$ cat src/rtl/legv8_pkg.sv
// Shared LEGv8 datapath constants and MEM-stage FSM state type.
package legv8_pkg;

    localparam int DATA_W  = 64;
    localparam int REG_W   = 5;
    localparam int INSTR_W = 32;

    typedef enum logic {
        IDLE   = 1'b0,
        ACCESS = 1'b1
    } mem_state_t;

endpackage

$ cat src/rtl/mem_stage_mem_wb.sv
// MEM/WB pipeline register; a bubble squashes the write-back controls.
module mem_wb #(
    parameter int DATA_W = legv8_pkg::DATA_W,
    parameter int REG_W  = legv8_pkg::REG_W
) (
    input  logic              clock,
    input  logic              reset_n,
    input  logic              i_bubble,
    input  logic [DATA_W-1:0] i_read_data,
    input  logic [DATA_W-1:0] i_alu_result,
    input  logic [REG_W-1:0]  i_write_reg,
    input  logic              i_reg_write,
    input  logic              i_mem_to_reg,
    input  logic [31:0]       i_instr,
    output logic [DATA_W-1:0] o_read_data,
    output logic [DATA_W-1:0] o_alu_result,
    output logic [REG_W-1:0]  o_write_reg,
    output logic              o_reg_write,
    output logic              o_mem_to_reg,
    output logic [31:0]       o_instr
);

    logic [DATA_W-1:0] r_read_data;
    logic [DATA_W-1:0] r_alu_result;
    logic [REG_W-1:0]  r_write_reg;
    logic              r_reg_write;
    logic              r_mem_to_reg;
    logic [31:0]       r_instr;

    // NOTE: non-blocking assignments keep every flop sampling pre-edge values.
    // NOTE: every pipeline field is reset so WB never sees stale data after reset.
    always_ff @(posedge clock or negedge reset_n) begin
        if (!reset_n) begin
            r_read_data  <= '0;
            r_alu_result <= '0;
            r_write_reg  <= '0;
            r_reg_write  <= 1'b0;
            r_mem_to_reg <= 1'b0;
            r_instr      <= '0;
        end else begin
            r_read_data  <= i_read_data;
            r_alu_result <= i_alu_result;
            r_write_reg  <= i_write_reg;
            r_reg_write  <= i_reg_write & ~i_bubble;
            r_mem_to_reg <= i_mem_to_reg & ~i_bubble;
            r_instr      <= i_instr;
        end
    end

    assign o_read_data  = r_read_data;
    assign o_alu_result = r_alu_result;
    assign o_write_reg  = r_write_reg;
    assign o_reg_write  = r_reg_write;
    assign o_mem_to_reg = r_mem_to_reg;
    assign o_instr      = r_instr;

endmodule

$ cat src/rtl/mem_stage.sv
// LEGv8 MEM stage: data-memory handshake FSM, branch resolve, MEM/WB register.
// Optional access timeout with fault pulse when DMEM_TIMEOUT_EN is defined.
module mem_stage #(
    parameter int DATA_W = legv8_pkg::DATA_W,
    parameter int REG_W  = legv8_pkg::REG_W
`ifdef DMEM_TIMEOUT_EN
    ,
    parameter int TIMEOUT_CYCLES = 16
`endif
) (
    input  logic              clock,
    input  logic              reset_n,
    input  logic [DATA_W-1:0] Add_result,
    input  logic [DATA_W-1:0] Alu_result,
    input  logic              Zero,
    input  logic [DATA_W-1:0] Read2,
    input  logic [REG_W-1:0]  Write_reg,
    input  logic              Branch,
    input  logic              UncBranch,
    input  logic              Memread,
    input  logic              Memwrite,
    input  logic              RegWrite,
    input  logic              MemtoReg,
    input  logic [31:0]       Instruction_ex_mem,
    output logic              dmem_req,
    output logic              dmem_we,
    output logic [DATA_W-1:0] dmem_addr,
    output logic [DATA_W-1:0] dmem_wdata,
    input  logic              dmem_ready,
    input  logic [DATA_W-1:0] dmem_rdata,
    output logic              stall,
    output logic              PCSrc,
    output logic [DATA_W-1:0] Branch_target,
    output logic [DATA_W-1:0] Read_data_wb,
    output logic [DATA_W-1:0] Alu_result_wb,
    output logic [REG_W-1:0]  Write_reg_wb,
    output logic              RegWrite_wb,
    output logic              MemtoReg_wb,
    output logic [31:0]       Instruction_mem_wb,
    output logic              mem_fault
);

    import legv8_pkg::*;

    mem_state_t        r_state;
    mem_state_t        w_next_state;
    logic              r_req;
    logic              r_we;
    logic [DATA_W-1:0] r_addr;
    logic [DATA_W-1:0] r_wdata;

    logic              w_is_mem;
    logic              w_is_load;
    logic              w_done;
    logic              w_timeout;
    logic              w_end;
    logic              w_bubble;
    logic [DATA_W-1:0] w_read_data;

    assign w_is_mem  = Memread | Memwrite;
    assign w_is_load = Memread & ~Memwrite;     // read+write together is a store
    assign w_done    = (r_state == ACCESS) & dmem_ready;
    assign w_end     = w_done | w_timeout;

`ifdef DMEM_TIMEOUT_EN
    localparam int CNT_W = (TIMEOUT_CYCLES > 1) ? $clog2(TIMEOUT_CYCLES) : 1;

    logic [CNT_W-1:0] r_to_cnt;
    logic             r_fault;

    // Counter holds the index of the current ACCESS cycle; ready wins over timeout.
    assign w_timeout = (r_state == ACCESS) & ~dmem_ready
                     & (r_to_cnt == CNT_W'(TIMEOUT_CYCLES - 1));

    always_ff @(posedge clock or negedge reset_n) begin
        if (!reset_n) begin
            r_to_cnt <= '0;
            r_fault  <= 1'b0;
        end else begin
            r_fault <= w_timeout;
            if (r_state == IDLE)
                r_to_cnt <= '0;
            else if (!dmem_ready)
                r_to_cnt <= r_to_cnt + 1'b1;
        end
    end

    assign mem_fault = r_fault;
`else
    assign w_timeout = 1'b0;
    assign mem_fault = 1'b0;
`endif

    always_ff @(posedge clock or negedge reset_n) begin
        if (!reset_n)
            r_state <= IDLE;
        else
            r_state <= w_next_state;
    end

    // NOTE: defaulting every comb output first prevents latch inference.
    always_comb begin
        w_next_state = r_state;
        case (r_state)
            IDLE:    if (w_is_mem) w_next_state = ACCESS;
            ACCESS:  if (w_end)    w_next_state = IDLE;
            default: w_next_state = IDLE;
        endcase
    end

    always_comb begin
        stall = 1'b0;
        case (r_state)
            IDLE:    stall = w_is_mem;
            ACCESS:  stall = ~w_end;
            default: stall = 1'b0;
        endcase
    end

    // Request fields are captured on ACCESS entry and held until completion.
    always_ff @(posedge clock or negedge reset_n) begin
        if (!reset_n) begin
            r_req   <= 1'b0;
            r_we    <= 1'b0;
            r_addr  <= '0;
            r_wdata <= '0;
        end else if ((r_state == IDLE) && w_is_mem) begin
            r_req   <= 1'b1;
            r_we    <= Memwrite;
            r_addr  <= {Alu_result[DATA_W-1:3], 3'b000};
            r_wdata <= Read2;
        end else if (w_end) begin
            r_req <= 1'b0;
            r_we  <= 1'b0;
        end
    end

    assign dmem_req      = r_req;
    assign dmem_we       = r_we;
    assign dmem_addr     = r_addr;
    assign dmem_wdata    = r_wdata;

    assign PCSrc         = (Branch & Zero) | UncBranch;
    assign Branch_target = Add_result;

    assign w_bubble    = stall | w_timeout;
    assign w_read_data = (w_done & w_is_load) ? dmem_rdata : '0;

    mem_wb #(
        .DATA_W (DATA_W),
        .REG_W  (REG_W)
    ) u_mem_wb (
        .clock        (clock),
        .reset_n      (reset_n),
        .i_bubble     (w_bubble),
        .i_read_data  (w_read_data),
        .i_alu_result (Alu_result),
        .i_write_reg  (Write_reg),
        .i_reg_write  (RegWrite),
        .i_mem_to_reg (MemtoReg),
        .i_instr      (Instruction_ex_mem),
        .o_read_data  (Read_data_wb),
        .o_alu_result (Alu_result_wb),
        .o_write_reg  (Write_reg_wb),
        .o_reg_write  (RegWrite_wb),
        .o_mem_to_reg (MemtoReg_wb),
        .o_instr      (Instruction_mem_wb)
    );

endmodule

$ cat config.mk
export PLATFORM = sky130hd
export DESIGN_NAME = mem_stage
export DESIGN_NICKNAME = d
export VERILOG_FILES = /design/src/rtl/legv8_pkg.sv /design/src/rtl/mem_stage_mem_wb.sv /design/src/rtl/mem_stage.sv
export SDC_FILE = /design/constraint.sdc
export NUM_CORES = 1
export LEC_CHECK = 0
export ABC_AREA = 1
export BUFFER_PORTS_ARGS = -buffer_cell sky130_fd_sc_hd__buf_2
export CORE_AREA = 2 2 259 261
export CTS_CLUSTER_DIAMETER = 80
export DETAILED_ROUTE_END_ITERATION = 12
export DIE_AREA = 0 0 261 263
export GPL_TIMING_DRIVEN = 0
export PLACE_DENSITY_LB_ADDON = 0.08
export SLEW_MARGIN = 15
export SYNTH_ARGS = -nofsm -noshare
export SYNTH_HDL_FRONTEND = slang
export SYNTH_SLANG_ARGS = --single-unit
$ cat constraint.sdc
create_clock -name clock -period 1.4 [get_ports clock]
set_input_delay 0.14 -clock clock [delete_from_list [all_inputs] [get_ports clock]]
set_output_delay 0.14 -clock clock [all_outputs]
set_load 0.005 [all_outputs]
==> impl_metrics.toml <==
[run_status]
status = "finished, violations left"
violations = "setup timing"

[pwr]
p_leak_nw = 10.1
p_sw_w = 0.00850
power.density_nw_per_um2 = 1560
p_sw_frac = 0.298
pwr-share-seq = 0.388
clkPwrFrac = 0.369
ir_worst_vdd_mv = 0.789
intPower_w = 0.0201
p_comb_frac = 0.244

[logic_synthesis]
yosys_warnings = 0
syn_area_um2 = 10100
synth-seq-cells = 295
synthTopCellsByArea = "dfrtp_1 (73%), nand2_1 (14%), buf_4 (5.5%), inv_1 (2.5%), nor2_1 (2.5%)"
synth_top_cell_by_area = "dfrtp_1"
synth_cell_type_count = 15
postSynthCellCount = 919
ys_seq_area_frac = 0.733
synth_area_per_cell_um2 = 11.0
synth_top_area_share = 0.733

[cts]
numCtsBuffers = 40
clock-sinks = 295
clock_tree.buffer_depth = 3
htree_num_levels = 2
clock_latency_ns = 0.55
cts_root_buf = "clkbuf_16"
path_clk_slew_ns = 0.06
cts_tree = "yes"

[timing]
maxSlewViolCount = 0
hold_violations = 0
rsz0062_at_grt = "true"
finalCritPeriodShare = 1.06
timing.fmax_mhz = 676
slew_headroom = 0.651
layout_setup_ws_ns = -0.0801
period_minus_slack_ns = 1.48
setup_violations = 1
tightest_slew_ns = 0.524
skew_ns = 0.0186
holdWs_ns = 0.121

[route]
vias = 9133
drcViolationCount = 0
drtPass1Iterations = 4
avgRoutedWirePerCell_um = 15.4
drtAntennaViolNets = 0
viasPerCell = 3.38
drtIter0Drc = 395
drt-total-wl_um = 41600

[die]
core_area_um2 = 65600
die_w_um = 261
initial_core_util = 0.153
die_area_um2 = 68600
io_pins = 667
rows = 94
die_h_um = 263

[placed_design]
place_area_um2 = 14200
finalWeightedCongestion = 0.736
portBuffers = 598
place_hpwl_um = 31400

[global_routing]
grt_max_degree = 88
overflow = 0
grt_pass1_vias = 10125
antenna_found_initial = 1
grt_pass1_wl_um = 62500
grt_usage = 0.120

[worst_setup_path]
crit_fanout = 4
critical_path_required_ns = 1.26
end_kind = "output pin"
start_kind = "register"
arrival_ns = 1.34
critPathKind = "reg -> out"

[cells_and_area]
nFillCells = 7105
final_nets = 2113
diodes = 0
post-route-util = 0.278
final_cell_area_um2 = 18300
area_growth_pct = 81.4
drive_gt1_frac = 0.426

[run]
maxCapViolations = 0

[worst_hold_path]
hp-class = "in -> async"
-- cell usage in the layout, fill, tap and decap left out, drive strengths merged --
| master | synthesis | routed |
|---|---|---|
| a21o | 1 | 1 |
| buf | 97 | 705 |
| inv | 69 | 72 |
| clkbuf | 3 | 59 |
| nor2 | 66 | 66 |
| clkinv | 0 | 10 |
| nand4 | 1 | 1 |
| dlygate4sd3 | 0 | 236 |
| nand3 | 2 | 2 |
| nand2 | 383 | 383 |
| o21ai | 1 | 1 |
| dfrtp | 295 | 295 |
| conb | 1 | 4 |
| bufinv | 0 | 4 |
-- Yosys cell counts --
master    instances
inv_2             1
a21o_1            1
nand3_1           2
clkbuf_1          3
buf_2            22
o21ai_4           1
nor2_1           66
dfrtp_1         295
buf_6             1
nand2_2           3
buf_4            74
inv_1            68
conb_1            1
nand4_2           1
nand2_1         380
-- cell type report --
cell class,instances,area [µm²],area share
clock inverter,17,208,0.0114
clock buffer,54,1150,0.0632
tap,864,1080,0.0592
timing repair buffer,846,5560,0.305
sequential,295,7380,0.404
buffer,100,822,0.0450
inverter,69,259,0.0142
multi-input combinational,458,1800,0.0985
-- worst paths after layout --
| path | from | to | slack, ns | depth (start not counted) |
|---|---|---|---|---|
| worst max-delay path | r_state | stall | -0.08 | 4 |
| worst min-delay path | reset_n | u_mem_wb.o_alu_result[1] | 0.12 | 2 |
| worst max register to register | r_state | dmem_wdata[54] | 0.07 | 8 |
| worst min register to register | dmem_wdata[63] | dmem_wdata[63] | 0.47 | 2 |
| max in group asynchronous | reset_n | dmem_addr[4] | 0.38 | 3 |
| min in group clock | Memwrite | dmem_wdata[63] | 0.13 | 5 |
-- critical path, cell delays in order (launching register included) --
cell and delay, ns:
dfrtp_1 0.40, inv_2 0.11, nand2_4 0.10, nand3_4 0.10, buf_6 0.10
-- logic make-up (layout without fill, tap and decap cells) --
kind of cell | count (synthesis) | after routing | synth area share
and+or+nand+nor | 452 | 452 | 0.170
DFF | 295 | 295 | 0.733
buffers and inverters | 169 | 1086 | 0.0940
AOI/OAI and AO/OA | 2 | 2 | 0.00236
other | 1 | 4 | 0.000372
-- repair_timing --
item	4_1_cts	5_1_grt
endpoints found under the setup margin	128	89
pin swaps	3	3
hold buffers	236	0
buffers inserted	4	5
hold endpoints to repair	426	0
gates resized for setup	18	44
-- metrics by stage --
step           setup slack, ns  total power (W)  cells   TNS, ns
2_1_floorplan            0.287           0.0135    922         0
3_3_place_gp             -6.17           0.0174   2384  -1827.91
3_5_place_dp            -0.387           0.0174   2387    -27.52
4_1_cts                 -0.157           0.0290   2698     -5.44
5_1_grt                 -0.166           0.0306   2703    -0.179
6_report               -0.0801           0.0286   2703   -0.0801
-- routing by layer --
metal | global-route usage | vias to the layer above | share of wire
met5 | 0 | - | 0.00031
met4 | 0.0387 | 2 | 0.029
met3 | 0.0355 | 55 | 0.075
met2 | 0.210 | 342 | 0.50
met1 | 0.138 | 4306 | 0.39
li1 | - | 4428 | -
-- power by group through the flow --
stage | sequential (W) | combinational (W) | clock, W
floorplan | 0.0114 | 0.00213 | 0
global placement | 0.0112 | 0.00621 | 0
detailed placement | 0.0112 | 0.00620 | 0
CTS | 0.0111 | 0.00692 | 0.0110
global route | 0.0113 | 0.00786 | 0.0114
finish | 0.0111 | 0.00696 | 0.0105
(Power assumes the default switching activity.)
